### src/rtl/bcd_divider_check_sequencer.sv
// ---------------------------------------------------------------------------
// bcd_divider_check_sequencer
//
// Purpose: decides whether a DIGITS-digit BCD dividend is divisible by a
// single BCD divisor digit. The dividend is walked most-significant digit
// first, keeping a running remainder that is reduced by repeated subtraction.
// It uses a start/busy/done handshake.
//
// Ports:
//   clk        system clock, rising edge
//   rst        synchronous, active-high reset
//   start      request, sampled only in IDLE
//   dividend   BCD dividend (MSD in top nibble), latched at start
//   divisor    BCD divisor digit, latched at start
//   busy       high in every state except IDLE
//   done       one-cycle pulse when results are valid
//   isDivider  1 = divisor divides dividend exactly (held)
//   error      1 = divisor is 0 or a dividend nibble is >9 (held)
//   remainder  final remainder 0..8 (held)
//   quotient   BCD quotient, present only when BCD_QUOTIENT_EN is defined
//
// Optional feature macro: BCD_QUOTIENT_EN
//
// state  | meaning
// -------+---------------------------------------------------------------
// IDLE   | waiting for start; results held
// CHECK  | validate latched operands, prime remainder and digit index
// SHIFT  | r = r*10 + current digit
// REDUCE | subtract divisor until r < divisor, then next digit or finish
// DONE   | done pulse, results visible; back to IDLE
// ---------------------------------------------------------------------------
module bcd_divider_check_sequencer #(
  parameter int DIGITS = 3
) (
  input  logic                  clk,
  input  logic                  rst,
  input  logic                  start,
  input  logic [4*DIGITS-1:0]   dividend,
  input  logic [3:0]            divisor,
  output logic                  busy,
  output logic                  done,
  output logic                  isDivider,
  output logic                  error,
  output logic [3:0]            remainder
`ifdef BCD_QUOTIENT_EN
  ,
  output logic [4*DIGITS-1:0]   quotient
`endif
);

  localparam int IW = (DIGITS > 1) ? $clog2(DIGITS) : 1;
  localparam logic [IW-1:0] MSD_IDX = IW'(DIGITS - 1);

  typedef enum logic [2:0] {
    S_IDLE   = 3'd0,
    S_CHECK  = 3'd1,
    S_SHIFT  = 3'd2,
    S_REDUCE = 3'd3,
    S_DONE   = 3'd4
  } state_t;

  state_t                r_state;
  logic [4*DIGITS-1:0]   r_dvd;
  logic [3:0]            r_dvs;
  logic [6:0]            r_rem;
  logic [IW-1:0]         r_idx;

  logic [3:0]            w_digit;
  logic                  w_bad_nibble;
  logic [6:0]            w_shifted;
  logic                  w_ge;

`ifdef BCD_QUOTIENT_EN
  logic [3:0]            r_kcnt;
  logic [4*DIGITS-1:0]   r_qacc;
  logic [4*DIGITS-1:0]   w_qnext;
`endif

  always_comb begin
    w_digit      = 4'd0;
    w_bad_nibble = 1'b0;
    for (int i = 0; i < DIGITS; i++) begin
      if (r_idx == IW'(i)) w_digit = r_dvd[i*4 +: 4];
      if (r_dvd[i*4 +: 4] > 4'd9) w_bad_nibble = 1'b1;
    end
  end

  // r is at most divisor-1 (<= 8) whenever SHIFT runs, so r*10+9 <= 89 fits 7 bits.
  assign w_shifted = 7'(r_rem * 7'd10) + {3'b000, w_digit};
  assign w_ge      = (r_rem >= {3'b000, r_dvs});

`ifdef BCD_QUOTIENT_EN
  // Quotient accumulator with the finished digit's subtraction count merged in.
  always_comb begin
    w_qnext = r_qacc;
    for (int i = 0; i < DIGITS; i++) begin
      if (r_idx == IW'(i)) w_qnext[i*4 +: 4] = r_kcnt;
    end
  end
`endif

  always_ff @(posedge clk) begin
    if (rst) begin
      r_state   <= S_IDLE;
      r_dvd     <= '0;
      r_dvs     <= '0;
      r_rem     <= '0;
      r_idx     <= '0;
      busy      <= 1'b0;
      done      <= 1'b0;
      isDivider <= 1'b0;
      error     <= 1'b0;
      remainder <= '0;
`ifdef BCD_QUOTIENT_EN
      r_kcnt    <= '0;
      r_qacc    <= '0;
      quotient  <= '0;
`endif
    end else begin
      case (r_state)
        S_IDLE: begin
          done <= 1'b0;
          if (start) begin
            r_dvd     <= dividend;
            r_dvs     <= divisor;
            isDivider <= 1'b0;
            error     <= 1'b0;
            remainder <= '0;
`ifdef BCD_QUOTIENT_EN
            quotient  <= '0;
`endif
            busy      <= 1'b1;
            r_state   <= S_CHECK;
          end
        end

        S_CHECK: begin
          if ((r_dvs == 4'd0) || w_bad_nibble) begin
            error     <= 1'b1;
            isDivider <= 1'b0;
            done      <= 1'b1;
            r_state   <= S_DONE;
          end else begin
            r_rem   <= '0;
            r_idx   <= MSD_IDX;
`ifdef BCD_QUOTIENT_EN
            r_qacc  <= '0;
`endif
            r_state <= S_SHIFT;
          end
        end

        S_SHIFT: begin
          r_rem   <= w_shifted;
`ifdef BCD_QUOTIENT_EN
          r_kcnt  <= '0;
`endif
          r_state <= S_REDUCE;
        end

        S_REDUCE: begin
          if (w_ge) begin
            r_rem  <= r_rem - {3'b000, r_dvs};
`ifdef BCD_QUOTIENT_EN
            r_kcnt <= r_kcnt + 4'd1;
`endif
          end else begin
`ifdef BCD_QUOTIENT_EN
            r_qacc <= w_qnext;
`endif
            if (r_idx == '0) begin
              done      <= 1'b1;
              isDivider <= (r_rem == 7'd0);
              remainder <= r_rem[3:0];
`ifdef BCD_QUOTIENT_EN
              quotient  <= w_qnext;
`endif
              r_state   <= S_DONE;
            end else begin
              r_idx   <= r_idx - IW'(1);
              r_state <= S_SHIFT;
            end
          end
        end

        S_DONE: begin
          done    <= 1'b0;
          busy    <= 1'b0;
          r_state <= S_IDLE;
        end

        default: begin
          done    <= 1'b0;
          busy    <= 1'b0;
          r_state <= S_IDLE;
        end
      endcase
    end
  end

endmodule

### config.mk
export PLATFORM = sky130hd
export DESIGN_NAME = bcd_divider_check_sequencer
export DESIGN_NICKNAME = d
export VERILOG_FILES = /design/src/rtl/bcd_divider_check_sequencer.sv
export SDC_FILE = /design/constraint.sdc
export NUM_CORES = 1
export LEC_CHECK = 0
export ABC_CLOCK_PERIOD_IN_PS = 3100
export CELL_PAD_IN_SITES_DETAIL_PLACEMENT = 0
export CELL_PAD_IN_SITES_GLOBAL_PLACEMENT = 1
export CORE_ASPECT_RATIO = 0.6
export CORE_MARGIN = 1
export CORE_UTILIZATION = 41
export CTS_CLUSTER_SIZE = 30
export DETAILED_ROUTE_END_ITERATION = 7
export PLACE_DENSITY_LB_ADDON = 0.12
export SETUP_SLACK_MARGIN = 0.5
export SLEW_MARGIN = 20
export SYNTH_ARGS = -nofsm -noshare
export SYNTH_HDL_FRONTEND = slang
export SYNTH_SLANG_ARGS = --single-unit
### constraint.sdc
create_clock -name clk -period 3.1 [get_ports clk]
set_input_delay 0.775 -clock clk [delete_from_list [all_inputs] [get_ports clk]]
set_output_delay 0.775 -clock clk [all_outputs]
set_load 0.03 [all_outputs]
==> impl_metrics.json <==
{
  "vias": 2041,
  "pre_cts_setup_slack_ps": 427.7,
  "path_max_fanout": 11,
  "cellLeakagePower_nw": 0.9552,
  "synthDominantAreaCellType": "dfxtp_1",
  "die_h_um": 58.74,
  "layout_worst_path_cycle_share_pct": 78.45,
  "post_dp_cell_area_um2": 2495,
  "synth-simple-area-share_pct": 24.74,
  "die_ar_um2": 5671,
  "timing.critical_path.required_ps": 3280,
  "clk_path_buf_depth": 2,
  "hold_start": "r_dvd[8]",
  "worst_slew_slack_as_a_fraction_of_its_limit_pct": 53.11,
  "synth_top_cells_by_area": "dfxtp_1 33%, nand2_1 9.0%, a21oi_1 8.2%, ha_1 8.0%, fa_1 2.7%",
  "drt-total-wl_mm": 5.860,
  "worstSetupStartpoint": "r_idx[0]",
  "fin_worst_skew_ps": 9.921,
  "design.final.nets": 336,
  "post_synth_inst_count": 277,
  "multi_input_comb_area_um2": 1398,
  "syn-mean-instance-area_um2": 7.941,
  "post_syn_nets": 313,
  "synth_top_flop_cell": "dfxtp_1",
  "clk_latency_ps": 290,
  "sequential_cell_area_fraction_in_the_yosys_report_pct": 32.76,
  "filler_cell_count": 517,
  "largest_net_degree_at_the_start_of_global_routing": 21,
  "fin_ws_ps": 667.9,
  "storage_element_area_um2": 725.7,
  "worst_slew_pin_slew_ps": 701.7,
  "outcome": "finished clean",
  "worst_r2r_startpoint": "r_idx[0]",
  "path_class": "flip-flop to flip-flop",
  "critical_path_arrival_ps": 2610,
  "first_pass_iters": 4,
  "edff_count_synth": 0,
  "grt_setup_unrepaired": "no",
  "grt_pass1_vias": 1842,
  "antennaDiodeCount": 0,
  "max_rail_drop_vdd_uv": 203.3,
  "antenna_violating_nets_left": 0,
  "synth-compound-area-share_pct": 23.38,
  "placement.io_buffers": 26,
  "groute.layer.met1.usage_pct": 36.80,
  "grt_remaining_overflow": 0,
  "synthDominantCellAreaShare_pct": 32.76,
  "routed_wire_length_per_instance_um": 15.97,
  "finalHoldViolCount": 0,
  "number_of_buffers_added_by_the_clock_tree_synthesis_step": 5,
  "synth.yosys.warnings": 0,
  "clockRootBuffer": "clkbuf_8",
  "muxShareOfSynthArea_pct": 0,
  "gp_congestion": 0.8631,
  "areaGrowthSynthToFinish_pct": 19.28,
  "setup_viol_count_final": 0,
  "critical_path.endpoint_type": "flip-flop",
  "grt.met3_usage_pct": 6.331,
  "boundaryPins": 27,
  "setup-tns-final_ps": 0,
  "synth_cell_type_count": 49,
  "drv.max_cap_violation_count": 0,
  "num_rows": 20,
  "initial_utilization_pct": 43.09,
  "grt_first_pass_wirelength_mm": 9.666,
  "global_route.usage.met2_pct": 29.58,
  "fmax_mhz": 411.2,
  "worst_setup_sp_type": "flip-flop",
  "synthAdderAreaFrac_pct": 10.69,
  "synthXorXnorAreaFrac_pct": 3.185,
  "antenna_violations_before_repair": 0,
  "tritoncts": "built",
  "finalMaxSlewViolations": 0,
  "synth_top_family_by_area": "simple AND/OR/NAND/NOR gates",
  "core_um2": 5105,
  "htree_levels": 2,
  "synthesis.area_um2": 2200,
  "tritoncts_num_sinks": 36,
  "routed_via_density": 5.561,
  "grt_busiest_layer": "met1",
  "final_area_um2": 2624,
  "power_density_nw_per_um2": 482.4,
  "final_hold_slack_ps": 457.4,
  "clk_transition_reported_paths_ps": 70,
  "gr-usage-all-layers_pct": 23.03,
  "dp_hpwl_mm": 4.446,
  "fin_crit_ps": 2432,
  "setup.reg_to_reg.worst_slack_ps": 670,
  "floorplan.die.width_um": 96.56,
  "drive_gt1_share_pct": 8.638,
  "synthArstFlopShare_pct": 0,
  "drt-initial-drc-count": 186,
  "hold_path.class": "flip-flop to flip-flop",
  "ffs_latches_synth": 36,
  "detail_route.drc_violations": 0
}
metal layers:
layer  routed length [um]  share of wire (%)
met5                    0                  0
met4                   33               0.56
met3                  350                6.0
met2                 2142                 37
met1                 3335                 57
through the flow:
step | instances | total power, mW | util, %
after CTS | 367 | 1.270 | 50.69
after detailed placement | 359 | 0.9162 | 48.87
after global routing | 367 | 1.351 | 51.40
final | 367 | 1.266 | 51.40
after floorplan | 277 | 0.8011 | -
after global placement | 359 | 0.9209 | 48.87
cell type report:
type	count	area share, %
Sequential cell	36	27.66
Timing Repair Buffer	30	11.06
Clock buffer	8	3.433
Tap cell	66	3.147
Multi-Input combinational cell	217	53.27
Inverter	10	1.431
cells in the mapped netlist, types with 2 or more instances:
cell type and number:
nand2b_1 3, a211oi_1 6, nand2_1 53, and4_1 2, nor2_1 11, nand4_1 3
ha_1 14, a21oi_1 36, inv_1 10, o32ai_1 3, dfxtp_1 36, o21ai_0 11
or4_1 2, nand3_1 7, nor2b_1 7, o22ai_1 2, a2111oi_0 2, nor4_1 5
clkbuf_8 2, nor3_1 11, a22oi_1 2, xnor2_1 5, o21a_1 4, clkbuf_1 11
xor2_1 3, fa_1 3
logic make-up (layout without fill, tap and decap cells):
kind of cell	after synthesis	after routing
and+or+nand+nor	112	112
buffers and inverters	24	48
adders and majority gates	17	17
xor gates and xnor gates	8	8
AOI/OAI and AO/OA	80	80
DFF	36	36
sequential cells by signal, indices dropped and copies added, names as in the netlist:
| signal | cells |
|---|---|
| r_state | 3 |
| r_dvd | 12 |
| r_rem | 7 |
| remainder | 4 |
| r_dvs | 4 |
| isDivider | 1 |
| error | 1 |
| busy | 1 |
| r_idx | 2 |
| done | 1 |
path summary, 6_finish.rpt:
| path | depth (start not counted) | end |
|---|---|---|
| worst min-delay path | 2 | r_dvd[8] |
| worst max-delay path | 13 | r_rem[5] |
| worst max register to register | 13 | r_rem[5] |
| worst min register to register | 2 | r_dvd[8] |
repair_timing:
item / CTS / global route
hold buffers: 0 / 0
endpoints found under the setup margin: 2 / 3
cloned: 0 / 0
pin swaps: 0 / 1
setup buffers: 0 / 0
resized for setup: 1 / 10
layout by cell type, fill, tap and decap left out, drive strengths merged, types with 2 or more instances in the layout:
cell           synthesis  layout
o32ai                  3       3
or4                    3       3
xor2                   3       3
nor2b                  7       7
o21a                   4       4
a21o                   2       2
a21oi                 36      36
inv                   10      10
nand4                  3       3
a211oi                 6       6
fa                     3       3
and4                   3       3
nor3                  11      11
clkbuf                13       8
and2                   2       2
clkdlybuf4s50          0      26
ha                    14      14
nand2b                 3       3
o21ai                 11      11
xnor2                  5       5
nor2                  11      11
o22ai                  2       2
a22oi                  2       2
a2111oi                2       2
nand2                 53      53
nor4                   6       6
dfxtp                 36      36
buf                    0       4
nand3                  7       7
power by group:
part / leakage, nW / internal (mW) / switching, mW / total, mW
logic: 0.615 / 0.161 / 0.227 / 0.388
registers: 0.295 / 0.492 / 0.0383 / 0.531
clock network: 0.0455 / 0.181 / 0.166 / 0.347
worst max-delay path: stages (launching register included):
cell     delay [ps]
dfxtp_4         370
inv_1            80
ha_4            210
nand2_1          80
nor2_1           40
a21oi_1         100
o21ai_0         100
ha_2            220
fa_2            360
a21oi_2         140
nor2b_1          60
xnor2_1         190
o22ai_1         110
a32o_1          270
Note: power is estimated with default switching activity, not from simulation.
